===== src/rtl/pr_bus_pkg.sv =====
// rtl/pr_bus_pkg.sv - shared types and constants for the peripheral-bus arbiter
package pr_bus_pkg;

    localparam int PR_ADDR_W = 30;

    localparam logic [27:0] TIMER0_TAG = 28'h00007F0;
    localparam logic [27:0] TIMER1_TAG = 28'h00007F1;

    typedef enum logic [1:0] {
        ST_IDLE   = 2'd0,
        ST_ACCESS = 2'd1,
        ST_DONE   = 2'd2
    } pr_state_e;

    // Word address bits [29:2] are byte address bits [31:4].
    function automatic logic pr_no_device(input logic [PR_ADDR_W-1:0] addr);
        return (addr[PR_ADDR_W-1:2] != TIMER0_TAG) && (addr[PR_ADDR_W-1:2] != TIMER1_TAG);
    endfunction

endpackage


===== src/rtl/pr_rr_pick.sv =====
// rtl/pr_rr_pick.sv - combinational two-way round-robin pick
module pr_rr_pick (
    input  logic req0,
    input  logic req1,
    input  logic last,
    output logic gnt_valid,
    output logic gnt_id
);

    // On a tie the master that did not win last time is chosen.
    assign gnt_valid = req0 | req1;
    assign gnt_id    = (req0 & req1) ? ~last : req1;

endmodule


===== src/rtl/pr_bus_arbiter.sv =====
// rtl/pr_bus_arbiter.sv - two-master req/ack arbiter in front of the Pr* bridge port
module pr_bus_arbiter
    import pr_bus_pkg::*;
#(
    parameter int ACCESS_CYCLES = 1,
    parameter int CNT_W         = 4
) (
    input  logic                 clk,
    input  logic                 reset,
    input  logic                 m0_req,
    input  logic                 m0_we,
    input  logic [PR_ADDR_W-1:0] m0_addr,
    input  logic [31:0]          m0_wd,
    output logic                 m0_ack,
    output logic [31:0]          m0_rd,
    output logic                 m0_err,
    input  logic                 m1_req,
    input  logic                 m1_we,
    input  logic [PR_ADDR_W-1:0] m1_addr,
    input  logic [31:0]          m1_wd,
    output logic                 m1_ack,
    output logic [31:0]          m1_rd,
    output logic                 m1_err,
    output logic [PR_ADDR_W-1:0] PrAddr,
    output logic                 PrWE,
    output logic [31:0]          PrWD,
    input  logic [31:0]          PrRD,
    output logic                 busy,
    output logic                 grant_id
);

    pr_state_e            state_q, state_d;
    logic [CNT_W-1:0]     cnt_q, cnt_d;
    logic                 last_q, last_d;
    logic                 gid_q, gid_d;
    logic                 busy_q, busy_d;
    logic                 lat_we_q, lat_we_d;
    logic [PR_ADDR_W-1:0] pr_addr_q, pr_addr_d;
    logic [31:0]          pr_wd_q, pr_wd_d;
    logic                 pr_we_q, pr_we_d;
    logic                 ack0_q, ack0_d, ack1_q, ack1_d;
    logic                 err0_q, err0_d, err1_q, err1_d;
    logic [31:0]          rd0_q, rd0_d, rd1_q, rd1_d;

    logic        gnt_valid, gnt_id;
    logic        dec_err;
    logic [31:0] rd_val;

    pr_rr_pick u_pick (
        .req0      (m0_req),
        .req1      (m1_req),
        .last      (last_q),
        .gnt_valid (gnt_valid),
        .gnt_id    (gnt_id)
    );

    // pr_addr_q doubles as the latched address while in ACCESS.
    assign dec_err = pr_no_device(pr_addr_q);
    assign rd_val  = (dec_err | lat_we_q) ? 32'h0 : PrRD;

    always_comb begin
        state_d   = state_q;
        cnt_d     = cnt_q;
        last_d    = last_q;
        gid_d     = gid_q;
        busy_d    = busy_q;
        lat_we_d  = lat_we_q;
        pr_addr_d = pr_addr_q;
        pr_wd_d   = pr_wd_q;
        pr_we_d   = pr_we_q;
        ack0_d    = ack0_q;
        ack1_d    = ack1_q;
        err0_d    = err0_q;
        err1_d    = err1_q;
        rd0_d     = rd0_q;
        rd1_d     = rd1_q;
        unique case (state_q)
            ST_IDLE: begin
                if (gnt_valid) begin
                    state_d   = ST_ACCESS;
                    gid_d     = gnt_id;
                    busy_d    = 1'b1;
                    cnt_d     = CNT_W'(ACCESS_CYCLES - 1);
                    lat_we_d  = gnt_id ? m1_we   : m0_we;
                    pr_we_d   = gnt_id ? m1_we   : m0_we;
                    pr_addr_d = gnt_id ? m1_addr : m0_addr;
                    pr_wd_d   = gnt_id ? m1_wd   : m0_wd;
                end
            end
            ST_ACCESS: begin
                // Single write strobe: only the first ACCESS cycle carries PrWE.
                pr_we_d = 1'b0;
                if (cnt_q == '0) begin
                    state_d   = ST_DONE;
                    pr_addr_d = '0;
                    pr_wd_d   = '0;
                    ack0_d    = ~gid_q;
                    ack1_d    = gid_q;
                    err0_d    = ~gid_q & dec_err;
                    err1_d    = gid_q & dec_err;
                    rd0_d     = gid_q ? 32'h0 : rd_val;
                    rd1_d     = gid_q ? rd_val : 32'h0;
                end else begin
                    cnt_d = cnt_q - CNT_W'(1);
                end
            end
            ST_DONE: begin
                state_d = ST_IDLE;
                last_d  = gid_q;
                busy_d  = 1'b0;
                ack0_d  = 1'b0;
                ack1_d  = 1'b0;
                err0_d  = 1'b0;
                err1_d  = 1'b0;
                rd0_d   = 32'h0;
                rd1_d   = 32'h0;
            end
            default: state_d = ST_IDLE;
        endcase
    end

    always_ff @(posedge clk) begin
        if (!reset) begin
            state_q   <= ST_IDLE;
            cnt_q     <= '0;
            last_q    <= 1'b1;
            gid_q     <= 1'b0;
            busy_q    <= 1'b0;
            lat_we_q  <= 1'b0;
            pr_addr_q <= '0;
            pr_wd_q   <= '0;
            pr_we_q   <= 1'b0;
            ack0_q    <= 1'b0;
            ack1_q    <= 1'b0;
            err0_q    <= 1'b0;
            err1_q    <= 1'b0;
            rd0_q     <= '0;
            rd1_q     <= '0;
        end else begin
            state_q   <= state_d;
            cnt_q     <= cnt_d;
            last_q    <= last_d;
            gid_q     <= gid_d;
            busy_q    <= busy_d;
            lat_we_q  <= lat_we_d;
            pr_addr_q <= pr_addr_d;
            pr_wd_q   <= pr_wd_d;
            pr_we_q   <= pr_we_d;
            ack0_q    <= ack0_d;
            ack1_q    <= ack1_d;
            err0_q    <= err0_d;
            err1_q    <= err1_d;
            rd0_q     <= rd0_d;
            rd1_q     <= rd1_d;
        end
    end

    assign m0_ack   = ack0_q;
    assign m0_rd    = rd0_q;
    assign m0_err   = err0_q;
    assign m1_ack   = ack1_q;
    assign m1_rd    = rd1_q;
    assign m1_err   = err1_q;
    assign PrAddr   = pr_addr_q;
    assign PrWE     = pr_we_q;
    assign PrWD     = pr_wd_q;
    assign busy     = busy_q;
    assign grant_id = gid_q;

endmodule


===== config.mk =====
export PLATFORM = sky130hd
export DESIGN_NAME = pr_bus_arbiter
export DESIGN_NICKNAME = d
export VERILOG_FILES = /design/src/rtl/pr_bus_pkg.sv /design/src/rtl/pr_rr_pick.sv /design/src/rtl/pr_bus_arbiter.sv
export SDC_FILE = /design/constraint.sdc
export NUM_CORES = 1
export LEC_CHECK = 0
export CAP_MARGIN = 30
export CORE_MARGIN = 4
export CORE_UTILIZATION = 42
export DETAILED_ROUTE_END_ITERATION = 10
export HOLD_SLACK_MARGIN = 0.1
export PLACE_DENSITY = 0.93
export SYNTH_ARGS = -nofsm -noshare
export SYNTH_HDL_FRONTEND = slang
export SYNTH_SLANG_ARGS = --single-unit

===== constraint.sdc =====
create_clock -name clk -period 2.27 [get_ports clk]
set_input_delay 0.227 -clock clk [delete_from_list [all_inputs] [get_ports clk]]
set_output_delay 0.227 -clock clk [all_outputs]
set_load 0.01 [all_outputs]

==> flow_metrics.env, run 1 <==
export IMPL_synthCells=587
export IMPL_ys_top_cells_by_count="dfxtp_1, o2bb2ai_1, nand4_1, mux2i_1, and2_1"
export IMPL_crit_chain="or4b_1, nor4_2, nand3b_1, buf_12, o2bb2ai_2"
export IMPL_ys_flop_type="dfxtp_1"
export IMPL_clk_latency_ns=0.42
export IMPL_ys_seq_elements=141
export IMPL_core_sq_um=15200
export IMPL_async_flop_share_pct=0
export IMPL_syn_cell_area_sq_um=6526
export IMPL_start_util_pct=42.93
export IMPL_status="finished, final reports clean"
export IMPL_pwr_share_comb_pct=20.6
export IMPL_path_depth=5
export IMPL_netlist_area_leader_share_pct=43.25
export IMPL_nNetsFinal=1016
export IMPL_die_w_um=132.7
export IMPL_grt_pass1_wl_um=32310
export IMPL_slowest_delay_ns=0.54
export IMPL_total_leakage_power_nw=3.491
export IMPL_routed_wl_um=20600
export IMPL_path_buf_inv=1
export IMPL_synth_top_area_cell="dfxtp_1"
export IMPL_setup_viol=0
export IMPL_tightest_slew_ns=0.4923
export IMPL_end_kind="register"
export IMPL_place_gp_congestion=0.8144
export IMPL_crit_fanout=64
export IMPL_timing_fmax_ghz=0.5162
export IMPL_drc=0
export IMPL_postRouteAntennaNets=0
export IMPL_synth_fp_nets=751
export IMPL_reg2reg_from="PrAddr[3]$_SDFFE_PN0P_"
export IMPL_num_rows=45
export IMPL_intPower_mw=4.943
export IMPL_layout_min_cycle_time_ns=1.937
export IMPL_io_pins=295
export IMPL_crit_start="PrAddr[3]$_SDFFE_PN0P_"
export IMPL_dieArea_sq_um=17600
export IMPL_finalHoldViolations=0
export IMPL_cts_resized_gates=0
export IMPL_overflow=0
export IMPL_dr_pass1_iters=5
export IMPL_synth_edf_count=0
export IMPL_clockPowerShare_pct=39.9
export IMPL_cts_buffers=17
export IMPL_fin_worst_skew_ns=0.01169
export IMPL_clk_pin_slew_ns=0.06
export IMPL_synth_yosys_warnings=0
export IMPL_cap_viol_max_count=0
export IMPL_clockBufferDepth=2
export IMPL_port_buffers=294
export IMPL_slew_headroom_pct=67.18
export IMPL_worst_slack_ns=0.3326
export IMPL_yosysMostFrequentCell="dfxtp_1"
export IMPL_r2r_end="m1_rd[19]$_SDFFE_PN0P_"
export IMPL_dpl_hpwl_um=14620
export IMPL_hp_class="in2reg"
export IMPL_n_fill_cell=1111
export IMPL_yosysUniqueCellTypes=41
export IMPL_dp_slack_ns=0.2441
export IMPL_antenna_found_initial=2
export IMPL_wl_met1_um=8325
export IMPL_min_period_over_period_pct=85.35
export IMPL_power_density_nw_per_um2=663.2
export IMPL_r2r_cells=5
export IMPL_drv_slew=0
export IMPL_rsz0062_at_grt="no"
export IMPL_avgSynthCellArea_sq_um=11.12
export IMPL_dieHeight_um=132.7
export IMPL_synthTopCellsByArea="dfxtp_1, o2bb2ai_2, mux2i_1"
export IMPL_critical_path_startpoint_type="register"
export IMPL_viasPerCell=5.499
export IMPL_drt_iter0_markers=293
export IMPL_regToRegSetupSlack_ns=0.33
export IMPL_swShare_pct=26.98
export IMPL_wl_met2_um=10220
export IMPL_crit_type="reg2reg"
export IMPL_grt_total_usage_pct=22.70
export IMPL_crit_path_end="m1_rd[19]$_SDFFE_PN0P_"
export IMPL_p_sw_mw=1.827
export IMPL_met3WireLength_um=1302
export IMPL_clockRootBuffer="clkbuf_16"
export IMPL_cts_tree="yes"
export IMPL_cts_hold_buffers=0
export IMPL_htree_levels=4
export IMPL_clkSinkCount=141
export IMPL_drive_gt1_share_pct=13.66
export IMPL_area_growth_pct=56.40
export IMPL_grt_pass1_vias=6000
export IMPL_p_seq_share_pct=39.5
export IMPL_tns_ns=0
export IMPL_num_vias=5796
export IMPL_post_cts_setup_buffer_count=0
export IMPL_synth_seq_area_share_pct=43.25
export IMPL_grt_max_degree=65
export IMPL_path_delay_family="simple AND/OR/NAND/NOR gates"
export IMPL_arrival_ns=2.28
export IMPL_cp_slowest_cell="or4b_1"
export IMPL_top_layer="met4"
export IMPL_wl_per_cell_um=19.55
export IMPL_worstPathRequired_ns=2.62
export IMPL_vdd_drop_max_uv=503.8
==> area by class of cell <==
cell class / count / area, sq um / share of cell area (%)
diodes: 2 / 5.005 / 0.04903
inverters: 4 / 15.01 / 0.1471
flip-flops and latches: 141 / 2823 / 27.65
well taps: 188 / 235.2 / 2.304
clock buffers: 18 / 429.2 / 4.204
repair buffers: 311 / 3191 / 31.26
multi-input cells: 377 / 3366 / 32.97
clock inverters: 13 / 143.9 / 1.410
==> stage by stage <==
stage | cell area [sq um] | power (mW) | std cells | util (%) | hold slack, ns
final | 10210 | 6.770 | 1054 | 67.14 | 0.1588
after global routing | 10210 | 7.005 | 1054 | 67.14 | 0.1891
after CTS | 10200 | 6.802 | 1052 | 67.11 | 0.1528
after detailed placement | 9629 | 4.109 | 1021 | 63.34 | 0.4560
after global placement | 9629 | 4.084 | 1021 | 63.34 | 0.4463
after floorplan | 6526 | 3.357 | 587 | - | 0.3711
==> logic make-up after synthesis <==
family	after synthesis	synth area share (%)
buffers and inverters	69	5.617
xor gates and xnor gates	2	0.2685
adders and majority gates	2	0.3834
and+or+nand+nor	169	15.72
AOI/OAI and AO/OA	140	24.92
DFF	141	43.25
muxes	64	9.835
==> power by group through the flow <==
stage	combinational, mW	clock [mW]	sequential [mW]
floorplan	0.597	0	2.76
global route	1.49	2.83	2.69
detailed placement	1.39	0	2.72
global placement	1.36	0	2.72
CTS	1.40	2.73	2.67
finish	1.39	2.70	2.67
==> layout by cell type, fill, tap and decap left out, types with 4 or more instances in the layout <==
master / count
clkinv_4: 4
clkinvlp_4: 4
and2_1: 62
nor2_1: 6
buf_4: 7
nand2_1: 9
mux2i_1: 63
o2bb2ai_1: 66
clkbuf_16: 17
buf_12: 10
dfxtp_1: 141
nand3_1: 5
clkdlybuf4s50_1: 293
a21boi_0: 5
nand4_1: 65
o2bb2ai_2: 57
==> sequential cells by signal, summed over array words and instances, names as in the netlist, 2 cells and up <==
register  count
PrWD         32
cnt_q         4
state_q       2
PrAddr       30
m1_rd        32
m0_rd        32
==> how the worst min path moves through the flow <==
stage / cells after the start / start / endpoint
floorplan: 2 / reset / busy$_SDFFE_PN0P_
global placement: 1 / m1_rd[1]$_SDFFE_PN0P_ / m1_rd[1]$_SDFFE_PN0P_
detailed placement: 1 / m1_rd[31]$_SDFFE_PN0P_ / m1_rd[31]$_SDFFE_PN0P_
CTS: 2 / reset / last_q$_SDFFE_PN1P_
global route: 2 / reset / last_q$_SDFFE_PN1P_
finish: 2 / reset / last_q$_SDFFE_PN1P_
==> worst reg2reg max path, cell delays in order (launching register included) <==
cell and delay [ns]:
dfxtp_1 0.32, or4b_1 0.54, nor4_2 0.31, nand3b_1 0.17, buf_12 0.27, o2bb2ai_2 0.24
==> per-layer routing <==
layer,vias up,global-route usage (%)
li1,2777,-
met1,2740,25.84
met2,233,39.02
met3,46,6.768
met4,0,10.74
met5,-,0
(Power assumes the default switching activity.)
==> run 2: changes to the inputs <==
--- a/config.mk
+++ b/config.mk
@@ -7,10 +7,11 @@
 export LEC_CHECK = 0
 export CAP_MARGIN = 30
 export CORE_MARGIN = 4
-export CORE_UTILIZATION = 42
+export CORE_UTILIZATION = 41
 export DETAILED_ROUTE_END_ITERATION = 10
 export HOLD_SLACK_MARGIN = 0.1
-export PLACE_DENSITY = 0.93
+export PLACE_DENSITY = 0.94
 export SYNTH_ARGS = -nofsm -noshare
 export SYNTH_HDL_FRONTEND = slang
+export SYNTH_HIERARCHICAL = 1
 export SYNTH_SLANG_ARGS = --single-unit
==> flow_metrics.env, run 2 <==
export IMPL_status="finished, final reports clean"
export IMPL_dieHeight_um=128.3
export IMPL_min_period_over_period_pct=86.11
export IMPL_async_flop_share_pct=0
export IMPL_vdd_drop_max_uv=507.1
export IMPL_die_w_um=128.3
export IMPL_grt_pass1_wl_um=28510
export IMPL_crit_chain="inv_1, ha_1, nor3b_4, a21oi_4, buf_4, a32o_1"
export IMPL_tns_ns=0
export IMPL_clockRootBuffer="clkbuf_16"
export IMPL_htree_levels=4
export IMPL_rsz0062_at_grt="no"
export IMPL_grt_total_usage_pct=21.79
export IMPL_place_gp_congestion=0.8003
export IMPL_ys_seq_elements=141
export IMPL_crit_fanout=66
export IMPL_swShare_pct=30.32
export IMPL_clkSinkCount=141
export IMPL_reg2reg_from="cnt_q[0]$_SDFFE_PN0P_"
export IMPL_antenna_found_initial=1
export IMPL_syn_cell_area_sq_um=5938
export IMPL_layout_cells_non_filler=1045
export IMPL_drv_slew=0
export IMPL_drc=0
export IMPL_path_delay_family="simple AND/OR/NAND/NOR gates"
export IMPL_dpl_hpwl_um=13810
export IMPL_clockBufferDepth=2
export IMPL_total_leakage_power_nw=3.436
export IMPL_path_buf_inv=2
export IMPL_min_path_cells=3
export IMPL_hold_end="busy$_SDFFE_PN0P_"
export IMPL_yosysUniqueCellTypes=43
export IMPL_nNetsFinal=1015
export IMPL_worstPathRequired_ns=2.57
export IMPL_num_rows=43
export IMPL_viasPerCell=5.432
export IMPL_p_sw_mw=2.404
export IMPL_fin_worst_skew_ns=0.01016
export IMPL_power_density_nw_per_um2=822.6
export IMPL_grt_pass1_vias=5598
export IMPL_overflow=0
export IMPL_cts_tree="yes"
export IMPL_end_kind="register"
export IMPL_clockPowerShare_pct=36.5
export IMPL_num_vias=5676
export IMPL_wl_per_cell_um=18.09
export IMPL_cap_viol_max_count=0
export IMPL_final_cell_mix="clkdlybuf4s50_1, dfxtp_1, mux2i_1"
export IMPL_core_sq_um=14040
export IMPL_r2r_end="m0_rd[27]$_SDFFE_PN0P_"
export IMPL_clk_pin_slew_ns=0.06
export IMPL_synth_fp_nets=741
export IMPL_tightest_slew_ns=0.6846
export IMPL_yosysMostFrequentCell="dfxtp_1"
export IMPL_cts_hold_buffers=0
export IMPL_area_growth_pct=62.31
export IMPL_synth_top_area_cell="dfxtp_1"
export IMPL_netlist_area_leader_share_pct=47.53
export IMPL_post_cts_setup_buffer_count=0
export IMPL_layout_min_cycle_time_ns=1.955
export IMPL_intPower_mw=5.525
export IMPL_dr_pass1_iters=5
export IMPL_avgSynthCellArea_sq_um=10.29
export IMPL_synth_seq_area_share_pct=47.53
export IMPL_ys_flop_type="dfxtp_1"
export IMPL_port_buffers=294
export IMPL_finalHoldViolations=0
export IMPL_slew_headroom_pct=54.36
export IMPL_arrival_ns=2.25
export IMPL_drive_gt1_share_pct=7.292
export IMPL_timing_fmax_ghz=0.5116
export IMPL_final_util_pct=68.64
export IMPL_crit_type="reg2reg"
export IMPL_setup_viol=0
export IMPL_crit_start="cnt_q[0]$_SDFFE_PN0P_"
export IMPL_r2r_cells=6
export IMPL_pwr_share_comb_pct=27.5
export IMPL_start_util_pct=42.29
export IMPL_slowest_delay_ns=0.48
export IMPL_critical_path_startpoint_type="register"
export IMPL_hold_worst_slack_ns=0.1476
export IMPL_cts_buffers=17
export IMPL_place_inst=1012
export IMPL_synthTopCellsByArea="dfxtp_1, mux2i_1, a32o_1"
export IMPL_grt_max_degree=76
export IMPL_clk_latency_ns=0.41
export IMPL_ys_top_cells_by_count="dfxtp_1, mux2i_1"
export IMPL_synth_yosys_warnings=6
export IMPL_synth_edf_count=0
export IMPL_postRouteAntennaNets=0
export IMPL_drt_iter0_markers=364
export IMPL_layout_commonest_cell="clkdlybuf4s50_1"
export IMPL_routed_wl_um=18900
export IMPL_p_seq_share_pct=36.0
export IMPL_hp_class="in2reg"
export IMPL_regToRegSetupSlack_ns=0.32
export IMPL_synthCells=577
export IMPL_cts_resized_gates=0
export IMPL_io_pins=295
export IMPL_dieArea_sq_um=16470
export IMPL_cp_slowest_cell="nor3b_4"
export IMPL_hp_start="reset"
## run 2: cell count changes in the layout (fill, tap and decap cells not counted), moves of 59 or more
cell and change:
and2_1 -59, a32o_1 +62, o2bb2ai_1 -64, nor2b_1 +62
nand4_1 -64, nor3_1 +61, a21oi_1 +64
## run 2: how the worst max path moves through the flow
stage	to	slack (ns)	depth (start not counted)
finish	m0_rd[27]$_SDFFE_PN0P_	0.32	6
global placement	PrAddr[2]$_SDFFE_PN0P_	0.14	7
floorplan	m0_rd[0]$_SDFFE_PN0P_	0.59	7
CTS	m0_rd[8]$_SDFFE_PN0P_	0.32	6
detailed placement	PrWD[29]$_SDFFE_PN0P_	0.08	7
global route	m1_rd[0]$_SDFFE_PN0P_	0.23	6
## run 2: per-layer routing
metal | up-vias | global-route usage, % | share of wire (%)
met5 | - | 0 | 0
met4 | 0 | 8.489 | 2.6
met3 | 35 | 8.966 | 10
met2 | 278 | 37.94 | 50
met1 | 2660 | 23.57 | 37
li1 | 2703 | - | -
## run 2: power groups by stage
stage	Clock, mW	Sequential, mW	Combinational (mW)
2_1_floorplan	0	2.95	1.18
3_3_place_gp	0	2.89	2.14
3_5_place_dp	0	2.90	2.18
4_1_cts	2.95	2.85	2.19
5_1_grt	3.05	2.88	2.35
6_report	2.89	2.85	2.18
## run 2: worst reg2reg max path, delay by kind of cell (launching register included)
kind	cells	cell delay (ns)
AOI/OAI and AO/OA	2	0.45
adders and majority gates	1	0.16
buffers and inverters	2	0.44
DFF	1	0.31
and+or+nand+nor	1	0.48
## run 2: layout make-up
type                       instances  area, sq um
antenna                            1        2.502
clock buffer                      18        439.2
clock inverter                    14        182.7
fill                            1021         4404
inverter                           3        11.26
multi-input combinational        377         2789
sequential                       141         2823
tap                              180        225.2
timing repair buffer             311         3166
## run 2: through the flow
stage	setup WS [ns]	cell area (sq um)	power, mW
2_1_floorplan	0.5863	5938	4.140
3_3_place_gp	0.1396	9014	5.032
3_5_place_dp	0.08418	9014	5.076
4_1_cts	0.3171	9635	7.996
5_1_grt	0.2250	9638	8.284
6_report	0.3153	9638	7.929
## run 2: logic make-up (layout without fill, tap and decap cells)
kind of cell / after synthesis / in the layout / share of synthesized area, %
AOI/OAI and AO/OA: 143 / 143 / 18.39
buffers and inverters: 59 / 346 / 5.900
and+or+nand+nor: 166 / 166 / 16.65
muxes: 65 / 65 / 10.96
other: 0 / 1 / 0
DFF: 141 / 141 / 47.53
adders and majority gates: 2 / 2 / 0.4213
xor gates and xnor gates: 1 / 1 / 0.1475
==> edit: new RTL, flow settings as in run 2 <==
Put one more register stage on the output `m0_err`, cleared by the reset. The value now appears one clock later. The other outputs are not delayed to match.
--- a/src/rtl/pr_bus_arbiter.sv
+++ b/src/rtl/pr_bus_arbiter.sv
@@ -157,7 +157,13 @@
 
     assign m0_ack   = ack0_q;
     assign m0_rd    = rd0_q;
-    assign m0_err   = err0_q;
+    always_ff @(posedge clk) begin
+        if (!reset) begin
+            m0_err <= '0;
+        end else begin
+            m0_err <= err0_q;
+        end
+    end
     assign m1_ack   = ack1_q;
     assign m1_rd    = rd1_q;
     assign m1_err   = err1_q;
Behaviour: not the same (Yosys sat finds a counterexample within 4 cycles, from zero or initial values and one cycle with reset low).
==> edit against run 2 <==
- count of clock-buffer cells in the layout down 1
- design area up 0.93%
- combinational power down 4%
- synthesized cell count up 4.7%
- total power about the same
- first-iteration DRC count down 37%
- area after synthesis up 0.53%
- hold slack better by 0.32 ns
- sequential cell count up 1
- routed wire length up 3.6%
- setup slack better by 0.0098 ns
- die area up 0.50%
- critical path type unchanged
==> edit: results (changes against run 2) <==
metric,value,unit,change
Mapped Nets,768,,+3.6%
CP max FO,32,,-52%
P_int,5570,uW,+0.80%
met1 Usage GRT,0.263,,+0.0275
hpwl dp,14.3,mm,+3.4%
Met2 Wirelength,9.43,mm,-0.79%
"top cells by area, synth","dfxtp_1 (48%), mux2i_1 (11%), nor2b_1 (10%)",,
"Seq/Total Area, Yosys",0.476,,+0.000863
FF-to-FF Start,PrAddr[14],,
met2 usage,0.382,,+0.00291
htree depth,4,,unchanged
WP data arrival,2.29,ns,+0.04 ns
initial antenna violation count,1,,unchanged
Global Route Usage Sum,0.232,,+0.0141
M3 GR Usage,0.105,,+0.0158
clk_lat worst skew,0.42,ns,
sequential power share,0.359,,about the same
vias per std cell,5.30,,-2.5%
share of cells above drive strength 1,0.0649,,-0.00797
IO buf count,294,,unchanged
DRT iter0 DRCs,228,,-37%
vias in the first global route,5866,,+4.8%
M1 WL,7.46,mm,+7.6%
global-route wire length before repair,30.5,mm,+7.1%
Leakage Power,0.00362,uW,+5.3%
nets,1044,,+2.9%
met3 wire len,2.19,mm,+12%
clock skew,0.0127,ns,+0.00253 ns
Post-synth top cells,"dfxtp_1 (142), nor2b_1 (95), a21oi_1 (65), a22o_1 (65), mux2i_1 (65)",,
Cell variety after synth,39,,-9.3%
Worst Hold Class,flop to flop,,
TritonCTS buffer count,17,,unchanged
global placer's final weighted congestion,0.802,,+0.26%
"Power, Total",7920,uW,about the same
actual slew at the worst max-slew pin,0.533,ns,-0.151 ns
"Reg clk slew, reported paths",0.06,ns,about the same
status,"complete, no violations",,
Worst IR Drop VDD,0.674,mV,+33%
Placed Area,9080,um2,+0.75%
final WL,19.6,mm,+3.6%
hold path startpoint,err0_q,,
pin count of the biggest net entering global routing,66,,-13%
Clock Power Share,0.377,,+0.012
## edit: cell types whose count changed after synthesis, sizes merged, moves of 3 or more
cell    delta
buf       -14
a22o      +65
o21a       +3
a32o      -64
clkbuf    +10
a21boi     -3
nor2b     +30
nand2      -3
inv        +3
## edit: cell type report
cell class	count	area, um2
fillers	981	4370
clock buffers	17	425
well taps	180	225
clock inverters	15	209
flip-flops and latches	142	2840
multi-input cells	404	2870
repair buffers	309	3130
inverters	6	22.5
diodes	1	2.50
## edit: critical path, stage by stage (launching register included)
cell and delay (ns):
dfxtp_1 0.33, nor4_1 0.36, nand4_1 0.39, nor4_4 0.37, buf_12 0.24, a22o_1 0.17
## edit: cell families (layout without fill, tap and decap cells)
| kind of cell | Yosys count | in the layout | synth area share |
|---|---|---|---|
| AND/OR/NAND/NOR | 195 | 195 | 0.196 |
| adder cells (fa/ha/maj) | 2 | 2 | 0.00419 |
| other | 0 | 1 | 0 |
| buffers and inverters | 58 | 347 | 0.0482 |
| AO/OA/AOI/OAI | 141 | 141 | 0.165 |
| XOR/XNOR | 1 | 1 | 0.00147 |
| flip-flops | 142 | 142 | 0.476 |
| multiplexers | 65 | 65 | 0.109 |
## edit: worst paths after layout
check	end	slack, ns	cells past startpoint
max	m0_rd[3]	0.33	5
min	m0_err	0.47	1
max reg2reg	m0_rd[3]	0.33	5
min reg2reg	m0_err	0.47	1
## edit: stage by stage
step	std cells	hold WS (ns)	setup WS [ns]
after floorplan	604	0.428	0.581
after global placement	1040	0.451	0.131
after detailed placement	1040	0.449	0.0418
after CTS	1073	0.466	0.332
after global routing	1074	0.487	0.159
final	1074	0.466	0.325
## edit: timing repair
item	4_1_cts	5_1_grt
gates resized for setup	0	0
hold buffers	1	0
endpoints found under the hold margin	1	0
